**src/rtl/regfile_writeback_pkg.sv**
```systemverilog
// Shared defaults and types for the register-file write-back front end.
package regfile_writeback_pkg;

    localparam int WB_DW    = 32;
    localparam int WB_AW    = 5;
    localparam int REG_ZERO = 0;

    typedef struct packed {
        logic             we;
        logic [WB_AW-1:0] addr;
        logic [WB_DW-1:0] data;
    } wb_port_t;

    typedef enum logic [1:0] {
        SRC_NONE,
        SRC_ALU,
        SRC_FIFO,
        SRC_BYPASS
    } wb_src_e;

endpackage

```
**src/rtl/regfile_writeback_fifo.sv**
```systemverilog
// Small FIFO of {rd, data} load responses that lost write-port arbitration.
// Depth must be a power of two so the pointers wrap on their own.
module wb_load_fifo #(
    parameter int DW    = 32,
    parameter int AW    = 5,
    parameter int DEPTH = 2
) (
    input  logic          clk,
    input  logic          rst,
    input  logic          push_i,
    input  logic [AW-1:0] push_rd_i,
    input  logic [DW-1:0] push_data_i,
    input  logic          pop_i,
    output logic [AW-1:0] head_rd_o,
    output logic [DW-1:0] head_data_o,
    output logic          full_o,
    output logic          empty_o
);

    localparam int PW = $clog2(DEPTH);

    logic [AW-1:0] rd_mem   [DEPTH];
    logic [DW-1:0] data_mem [DEPTH];
    logic [PW-1:0] wr_ptr_q, wr_ptr_d;
    logic [PW-1:0] rd_ptr_q, rd_ptr_d;
    logic [PW:0]   count_q,  count_d;

    always_comb begin
        wr_ptr_d = wr_ptr_q;
        rd_ptr_d = rd_ptr_q;
        count_d  = count_q;
        if (push_i) begin
            wr_ptr_d = wr_ptr_q + PW'(1);
        end
        if (pop_i) begin
            rd_ptr_d = rd_ptr_q + PW'(1);
        end
        if (push_i && !pop_i) begin
            count_d = count_q + (PW+1)'(1);
        end else if (pop_i && !push_i) begin
            count_d = count_q - (PW+1)'(1);
        end
    end

    always_ff @(posedge clk) begin
        if (push_i) begin
            rd_mem[wr_ptr_q]   <= push_rd_i;
            data_mem[wr_ptr_q] <= push_data_i;
        end
    end

    always_ff @(posedge clk or posedge rst) begin
        if (rst) begin
            wr_ptr_q <= '0;
            rd_ptr_q <= '0;
            count_q  <= '0;
        end else begin
            wr_ptr_q <= wr_ptr_d;
            rd_ptr_q <= rd_ptr_d;
            count_q  <= count_d;
        end
    end

    assign head_rd_o   = rd_mem[rd_ptr_q];
    assign head_data_o = data_mem[rd_ptr_q];
    assign full_o      = (count_q == (PW+1)'(DEPTH));
    assign empty_o     = (count_q == '0);

endmodule

```
**src/rtl/regfile_writeback.sv**
```systemverilog
// Write-port arbiter for the register file: ALU results beat buffered loads,
// which beat a bypassed load; also tracks which registers await a load.
module regfile_writeback
    import regfile_writeback_pkg::*;
#(
    parameter int DW    = WB_DW,
    parameter int AW    = WB_AW,
    parameter int DEPTH = 2
) (
    input  logic          clk,
    input  logic          rst,
    input  logic          iss_valid,
    input  logic [AW-1:0] iss_rd,
    input  logic          alu_valid,
    input  logic [AW-1:0] alu_rd,
    input  logic [DW-1:0] alu_data,
    input  logic          ld_valid,
    output logic          ld_ready,
    input  logic [AW-1:0] ld_rd,
    input  logic [DW-1:0] ld_data,
    output logic          we,
    output logic [AW-1:0] waddr,
    output logic [DW-1:0] wdata,
    input  logic [AW-1:0] q1_addr,
    output logic          q1_busy,
    input  logic [AW-1:0] q2_addr,
    output logic          q2_busy
);

    localparam int NREG = 1 << AW;

    logic          fifo_push, fifo_pop, fifo_full, fifo_empty;
    logic [AW-1:0] head_rd;
    logic [DW-1:0] head_data;
    logic          ld_acc;
    wb_src_e       src;
    logic [AW-1:0] sel_rd;
    logic [DW-1:0] sel_data;

    logic            we_q,    we_d;
    logic [AW-1:0]   waddr_q, waddr_d;
    logic [DW-1:0]   wdata_q, wdata_d;
    logic [NREG-1:0] busy_q,  busy_d;

    wb_load_fifo #(
        .DW    (DW),
        .AW    (AW),
        .DEPTH (DEPTH)
    ) u_fifo (
        .clk         (clk),
        .rst         (rst),
        .push_i      (fifo_push),
        .push_rd_i   (ld_rd),
        .push_data_i (ld_data),
        .pop_i       (fifo_pop),
        .head_rd_o   (head_rd),
        .head_data_o (head_data),
        .full_o      (fifo_full),
        .empty_o     (fifo_empty)
    );

    assign ld_ready = !fifo_full;
    assign ld_acc   = ld_valid && ld_ready;

    // A load may only bypass the buffer when nothing older is waiting in it.
    always_comb begin
        src      = SRC_NONE;
        sel_rd   = alu_rd;
        sel_data = alu_data;
        if (alu_valid) begin
            src = SRC_ALU;
        end else if (!fifo_empty) begin
            src      = SRC_FIFO;
            sel_rd   = head_rd;
            sel_data = head_data;
        end else if (ld_acc) begin
            src      = SRC_BYPASS;
            sel_rd   = ld_rd;
            sel_data = ld_data;
        end
    end

    assign fifo_pop  = (src == SRC_FIFO);
    assign fifo_push = ld_acc && (src != SRC_BYPASS);

    always_comb begin
        we_d    = 1'b0;
        waddr_d = waddr_q;
        wdata_d = wdata_q;
        if (src != SRC_NONE) begin
            we_d    = (sel_rd != AW'(REG_ZERO));
            waddr_d = sel_rd;
            wdata_d = sel_data;
        end
    end

    // Set is applied after clear so a same-cycle reissue keeps the bit.
    always_comb begin
        busy_d = busy_q;
        if (src == SRC_FIFO || src == SRC_BYPASS) begin
            busy_d[sel_rd] = 1'b0;
        end
        if (iss_valid) begin
            busy_d[iss_rd] = 1'b1;
        end
        busy_d[REG_ZERO] = 1'b0;
    end

    always_ff @(posedge clk or posedge rst) begin
        if (rst) begin
            we_q    <= 1'b0;
            waddr_q <= '0;
            wdata_q <= '0;
            busy_q  <= '0;
        end else begin
            we_q    <= we_d;
            waddr_q <= waddr_d;
            wdata_q <= wdata_d;
            busy_q  <= busy_d;
        end
    end

    assign we      = we_q;
    assign waddr   = waddr_q;
    assign wdata   = wdata_q;
    assign q1_busy = busy_q[q1_addr];
    assign q2_busy = busy_q[q2_addr];

endmodule

```
**config.mk**
```make
export PLATFORM = sky130hd
export DESIGN_NAME = regfile_writeback
export DESIGN_NICKNAME = d
export VERILOG_FILES = /design/src/rtl/regfile_writeback_pkg.sv /design/src/rtl/regfile_writeback_fifo.sv /design/src/rtl/regfile_writeback.sv
export SDC_FILE = /design/constraint.sdc
export NUM_CORES = 1
export LEC_CHECK = 0
export BUFFER_PORTS_ARGS = -buffer_cell sky130_fd_sc_hd__buf_2
export CAP_MARGIN = 0
export CORE_UTILIZATION = 50
export DETAILED_ROUTE_END_ITERATION = 12
export PLACE_DENSITY = 0.74
export SYNTH_ARGS = -nofsm -noshare
export SYNTH_HDL_FRONTEND = slang
export SYNTH_SLANG_ARGS = --single-unit
```
**constraint.sdc**
```tcl
create_clock -name clk -period 3.4 [get_ports clk]
set_input_delay 0.68 -clock clk [delete_from_list [all_inputs] [get_ports clk]]
set_output_delay 0.68 -clock clk [all_outputs]
set_load 0.02 [all_outputs]
```
After elaboration in Yosys (flattened, before gate mapping)
Memory sizes are Yosys's and may differ from the RTL's.
Cells that the tools add are included.

storage, ports and cells
  register bits after elaboration = 73
  bits in writable memories = 74
  output and inout bits = 41
  logic and storage cells = 64
  memories kept = 2

cells by class
  $add $sub $neg = 4
  $lt $le $gt $ge = 6
  eq/ne operators = 4
  mux-type cells = 24
  bitwise logic cells = 3
  reduce and logical (&&, ||, !) cells = 14

memory list
  memory           words  width  read ports  clocked after Yosys merged registers in  write ports  line                          RTL
  u_fifo.data_mem  2      32     1           0                                        1            regfile_writeback_fifo.sv:23  logic [DW-1:0] data_mem [DEPTH];
  u_fifo.rd_mem    2      5      1           0                                        1            regfile_writeback_fifo.sv:22  logic [AW-1:0] rd_mem [DEPTH];

operator list
  kind                                                 number
  two-way mux 32 bit                                   5
  bitwise AND 32 bit                                   1
  inverter 32 bit                                      1
  bitwise OR 32 bit                                    1
  < comparator 5 x 6 -> 1 bit, second input constant   4
  two-way mux 5 bit                                    3
  binary-select mux 1 bit (select 5 bit)               2
  demux 1 bit (select 5 bit)                           2
  >= comparator 5 x 1 -> 1 bit, second input constant  2
  two-way mux 2 bit                                    5
  two-way mux 1 bit                                    7
  equality test 2 bit, second input constant           3
  logical AND 1 bit                                    6
  nonzero test 5 bit                                   1
  nonzero test 2 bit                                   2
  logical NOT 1 bit                                    3
  adder 1 bit, second input constant                   2
  adder 2 x 1 -> 2 bit, second input constant          1
  logical NOT 2 bit                                    1
  != test 2 bit, second input constant                 1
  subtractor 2 x 1 -> 2 bit, second input constant     1
  logical OR 1 bit                                     1

Logic depth before layout (Yosys ltp)
  depth in word-level cells = 15
  depth in mapped cells = 7
  mapped depth without buffers = 5

Modules after synthesis
A second synthesis with hierarchy kept.

unflattened totals
  cell total of the unflattened synthesis = 562
  area total of the unflattened synthesis = 6990.5 µm²

modules (own cells, without submodules)
  module             times used  cells an instance  area an instance (µm²)  seq. area each (µm²)
  regfile_writeback  1           430                4047.6                  1726.7
  wb_load_fifo       1           132                2942.8                  2322.2

Least setup slack after synthesis
OpenSTA, ideal clock, no wires.

  path type = input -> register
  start = input port alu_valid
  end = memory u_fifo.data_mem[0][0], enable pin
  library setup time = 0.431 ns
  arrival time = 2.795 ns
  required time = 2.969 ns
  path slack = 0.174 ns
  stages = 4
  cell sequence = clkbuf_1 nor2b_1 o21ai_0 nor2_1

on the way
  word-level cells in the longest chain between the ends = 5

ends and longest elaborated chain
  item                                     line                          RTL
  start, declared                          regfile_writeback.sv:14       input logic alu_valid,
  two-way mux 2 bit                        regfile_writeback.sv:70       if (alu_valid) begin
  != test 2 bit                            regfile_writeback.sv:84       assign fifo_push = ld_acc && (src != SRC_BYPASS);
  logical AND 1 bit                        regfile_writeback.sv:84
  two-way mux 1 bit                        regfile_writeback_fifo.sv:46  if (push_i) begin
  two-way mux 1 bit (implied by the code)  regfile_writeback_fifo.sv:48  data_mem[wr_ptr_q] <= push_data_i;
  end, declared                            regfile_writeback_fifo.sv:23

Every way passes these cells.

Worst setup path after layout
  start = input port q1_addr[0]
  end = output port q1_busy

on the way
  word-level cells in the longest chain between the ends = 2

ends and longest elaborated chain
  item                                     line                      RTL
  start, declared                          regfile_writeback.sv:24   input logic [AW-1:0] q1_addr,
  binary-select mux 1 bit (select 5 bit)   regfile_writeback.sv:126  assign q1_busy = busy_q[q1_addr];
  two-way mux 1 bit (implied by the code)  regfile_writeback.sv:126
  end, declared                            regfile_writeback.sv:25   output logic q1_busy,

Every way passes these cells. The select of a mux whose other input is x is not followed.

==> metrics.md <==
| Metric | Value |
|---|---|
| Fmax | `roughly 330 MHz` |
| CP required | `around 2700 ps` |
| Clock Tree Root | `clkbuf_16` |
| Drt first-iter violations | `around 600` |
| Register area share after synthesis | `0.605` |
| First-pass GRT wire length | `between 20 and 30 mm` |
| H-tree depth | `4` |
| Crit-path cells | `buf_2, mux4_2, mux4_2, mux2_2, buf_2` |
| Final Hold Viols | `0` |
| Status | `finished clean` |
| Synthesis-to-layout area growth | `22.4%` |
| Detailed Routing Iterations Pass 1 | `8` |
| GRT Residual Overflow | `0` |
| ANT nets after route | `0` |
| Syn_area_per_cell | `between 10 and 15 µm²` |
| Worst slew margin | `0.414` |
| Worst-skew pair later-pin latency | `roughly 420 ps` |
| Leak Pwr | `between 3 and 4 nW` |
| Routed vias | `between 5000 and 6000` |
| Synthesis Warnings | `0` |
| Total core area | `12800 µm²` |
| Synth Flop Type | `edfxtp_1` |
| RePlAce Congestion | `about 0.9` |
| Detailed Route WL | `17.0 mm` |
| CP max FO | `9` |
| Initial Util | `0.522` |
| Crit path time final | `slightly above 3000 ps` |
| Worst-Margin Slew | `slightly below 900 ps` |
| Gr usage total | `0.257` |
| Largest net degree at the start of global routing | `55` |
| CTS clk-pin slew, worst paths | `around 50 ps` |
| Nets@finish | `728` |
| Setup TNS Final | `0 ps` |
| Sequential cell fraction of total power | `0.403` |
| Kind of critical path | `input port to primary output` |
| Worst path slowest cell | `mux4_2` |
| Vias per Instance | `approximately 6.2` |
| PortBufs | `between 100 and 150` |
| CP Capture Type | `primary output` |
| Initial antenna violation count | `2` |
| Comb power frac | `0.325` |
| CTS max path bufs | `2` |
| EDFF count, synth | `74` |
| CTS Hold Buffers Added | `0` |
| Synthesized instance count | `about 500` |
| Final WS setup | `327 ps` |
| Layout cells sized above 1 | `0.379` |
| DP Worst Slack | `approximately 360 ps` |
| Power per cell area | `between 800 and 900 nW/µm²` |
| Die Width | `between 100 and 150 µm` |
| Post-CTS Resized | `0` |
| Distinct cells, synth | `53` |
| Clock power share | `0.272` |
| Setup Viol. Count Final | `0` |
| Die area | `between 10000 and 15000 µm²` |
| DR WL/cell | `approximately 21 µm` |
| TritonCTS buffer count | `17` |
| FFs w/ async S/R, synth | `0.497` |
| Max-slew violations | `0` |
| Final Cycle Share | `0.904` |
| Skew final | `between 9 and 10 ps` |
| Clk sinks | `approximately 150` |
| Number of global-route vias before repair | `~5100` |
| Worst vdd ir | `0.428 mV` |
| Hpwl dp | `11.5 mm` |
| Row cnt | `between 40 and 50` |
| I/O pins | `~140` |
| Crit path largest cell delay | `550 ps` |
| Max_cap viols | `0` |
| Die H | `~120 µm` |
| Worst EP arrival | `approximately 2400 ps` |
| Unrepaired setup endpoints after global routing | `false` |
| Post-Syn Area | `approximately 6700 µm²` |
| Area leader, netlist | `edfxtp_1` |
| Int Pwr | `approximately 4.6 mW` |
| Top cells by area, synth | `edfxtp_1, dfrtp_1, mux2_2, mux4_2, a222oi_1` |
| Net Sw Power | `around 2.4 mW` |
| Setup Fix Bufs, Post-CTS | `0` |
| # DRC | `0` |
| CTS tree | `built` |
| Post-Syn Nets | `between 500 and 600` |
| Synth Register Bits | `147` |
| Yosys top cell area share | `0.332` |
| Hold crit path type | `input port to asynchronous set/reset pin` |
| Net Sw Frac | `0.342` |
| CP Launch Type | `input port` |
## layout make-up
type / count / area, µm²
repair buffers: 146 / 798
clock inverters: 9 / 134
diodes: 2 / 5.00
fillers: 990 / 4640
flip-flops and latches: 147 / 4050
well taps: 172 / 215
inverters: 13 / 48.8
clock buffers: 23 / 458
multi-input cells: 309 / 2480
## stage by stage
stage / util / std cells / hold slack (ps) / cell area [µm²] / power (mW)
after CTS: 0.638 / 819 / 443 / 8180 / 6.93
after floorplan: - / 502 / 467 / 6690 / 4.27
final: 0.639 / 821 / 444 / 8190 / 6.92
after detailed placement: 0.592 / 787 / 463 / 7590 / 5.03
after global routing: 0.639 / 821 / 451 / 8190 / 7.24
after global placement: 0.592 / 787 / 453 / 7590 / 4.94
## synthesized netlist by cell type (8+ instances only)
cell type   n
a222oi_1   32
clkbuf_1   25
o21ai_0    31
mux2_2     36
a21oi_1    46
nor2_1     46
o31ai_1     8
edfxtp_1   74
dfrtp_1    73
mux4_2     18
nand2_1    14
inv_1      13
## power by group through the flow
stage                     registers, mW  logic (mW)  clock network, mW
after detailed placement           2.80        2.23                  0
after global routing               2.84        2.44               1.97
final                              2.79        2.25               1.88
after global placement             2.76        2.17                  0
after floorplan                    2.94        1.33                  0
after CTS                          2.78        2.25               1.90
## critical path: cells and delay by family
family                 cells  cell delay (ps)
buffers and inverters      2              400
multiplexers               3             1300
## metal layers
layer / up-vias / GRT usage / part of all wire
met5: - / 0 / 0
met1: 2508 / 0.328 / 0.40
met4: 0 / 0.129 / 0.029
li1: 2258 / - / -
met3: 37 / 0.0756 / 0.084
met2: 261 / 0.399 / 0.49
## worst paths after layout
path / start / to / slack (ps) / depth (start not counted)
max in group asynchronous: rst / busy_q[1] / 2260 / 3
min in group clk: ld_data[16] / u_fifo.data_mem[0][16] / 460 / 1
worst min-delay path: rst / waddr[0] / 440 / 2
worst max-delay path: q1_addr[0] / q1_busy / 330 / 5
worst max register to register: u_fifo.count_q[0] / busy_q[18] / 840 / 6
worst min register to register: waddr[4] / waddr[4] / 480 / 2
## cells in the final DEF (no fill, tap or decap), types with 8 or more instances in the layout
cell and count:
inv_1 12, mux2_2 36, mux4_2 18, a21oi_1 46
buf_4 9, o31ai_1 8, nor2_1 44, edfxtp_1 74
clkbuf_16 17, dfrtp_1 72, buf_2 134, o21ai_0 31
a222oi_1 32, nand2_1 14
## logic make-up (layout without fill, tap and decap cells)
family	after synthesis	after routing	synth area share
AND/OR/NAND/NOR	96	96	0.0759
XOR/XNOR	3	3	0.00393
other	0	2	0
flip-flops	147	147	0.605
buffers and inverters	46	191	0.0266
AO/OA/AOI/OAI	151	151	0.160
multiplexers	59	59	0.129
## registers in the layout (all words and copies together), names as in the netlist
| signal | cells |
|---|---|
| u_fifo.data_mem | 64 |
| wdata | 32 |
| busy_q | 31 |
| u_fifo.rd_mem | 10 |
| waddr | 5 |
| u_fifo.count_q | 2 |
| u_fifo.rd_ptr_q | 1 |
| u_fifo.wr_ptr_q | 1 |
| we | 1 |
Power figures use the tool's default switching activity.
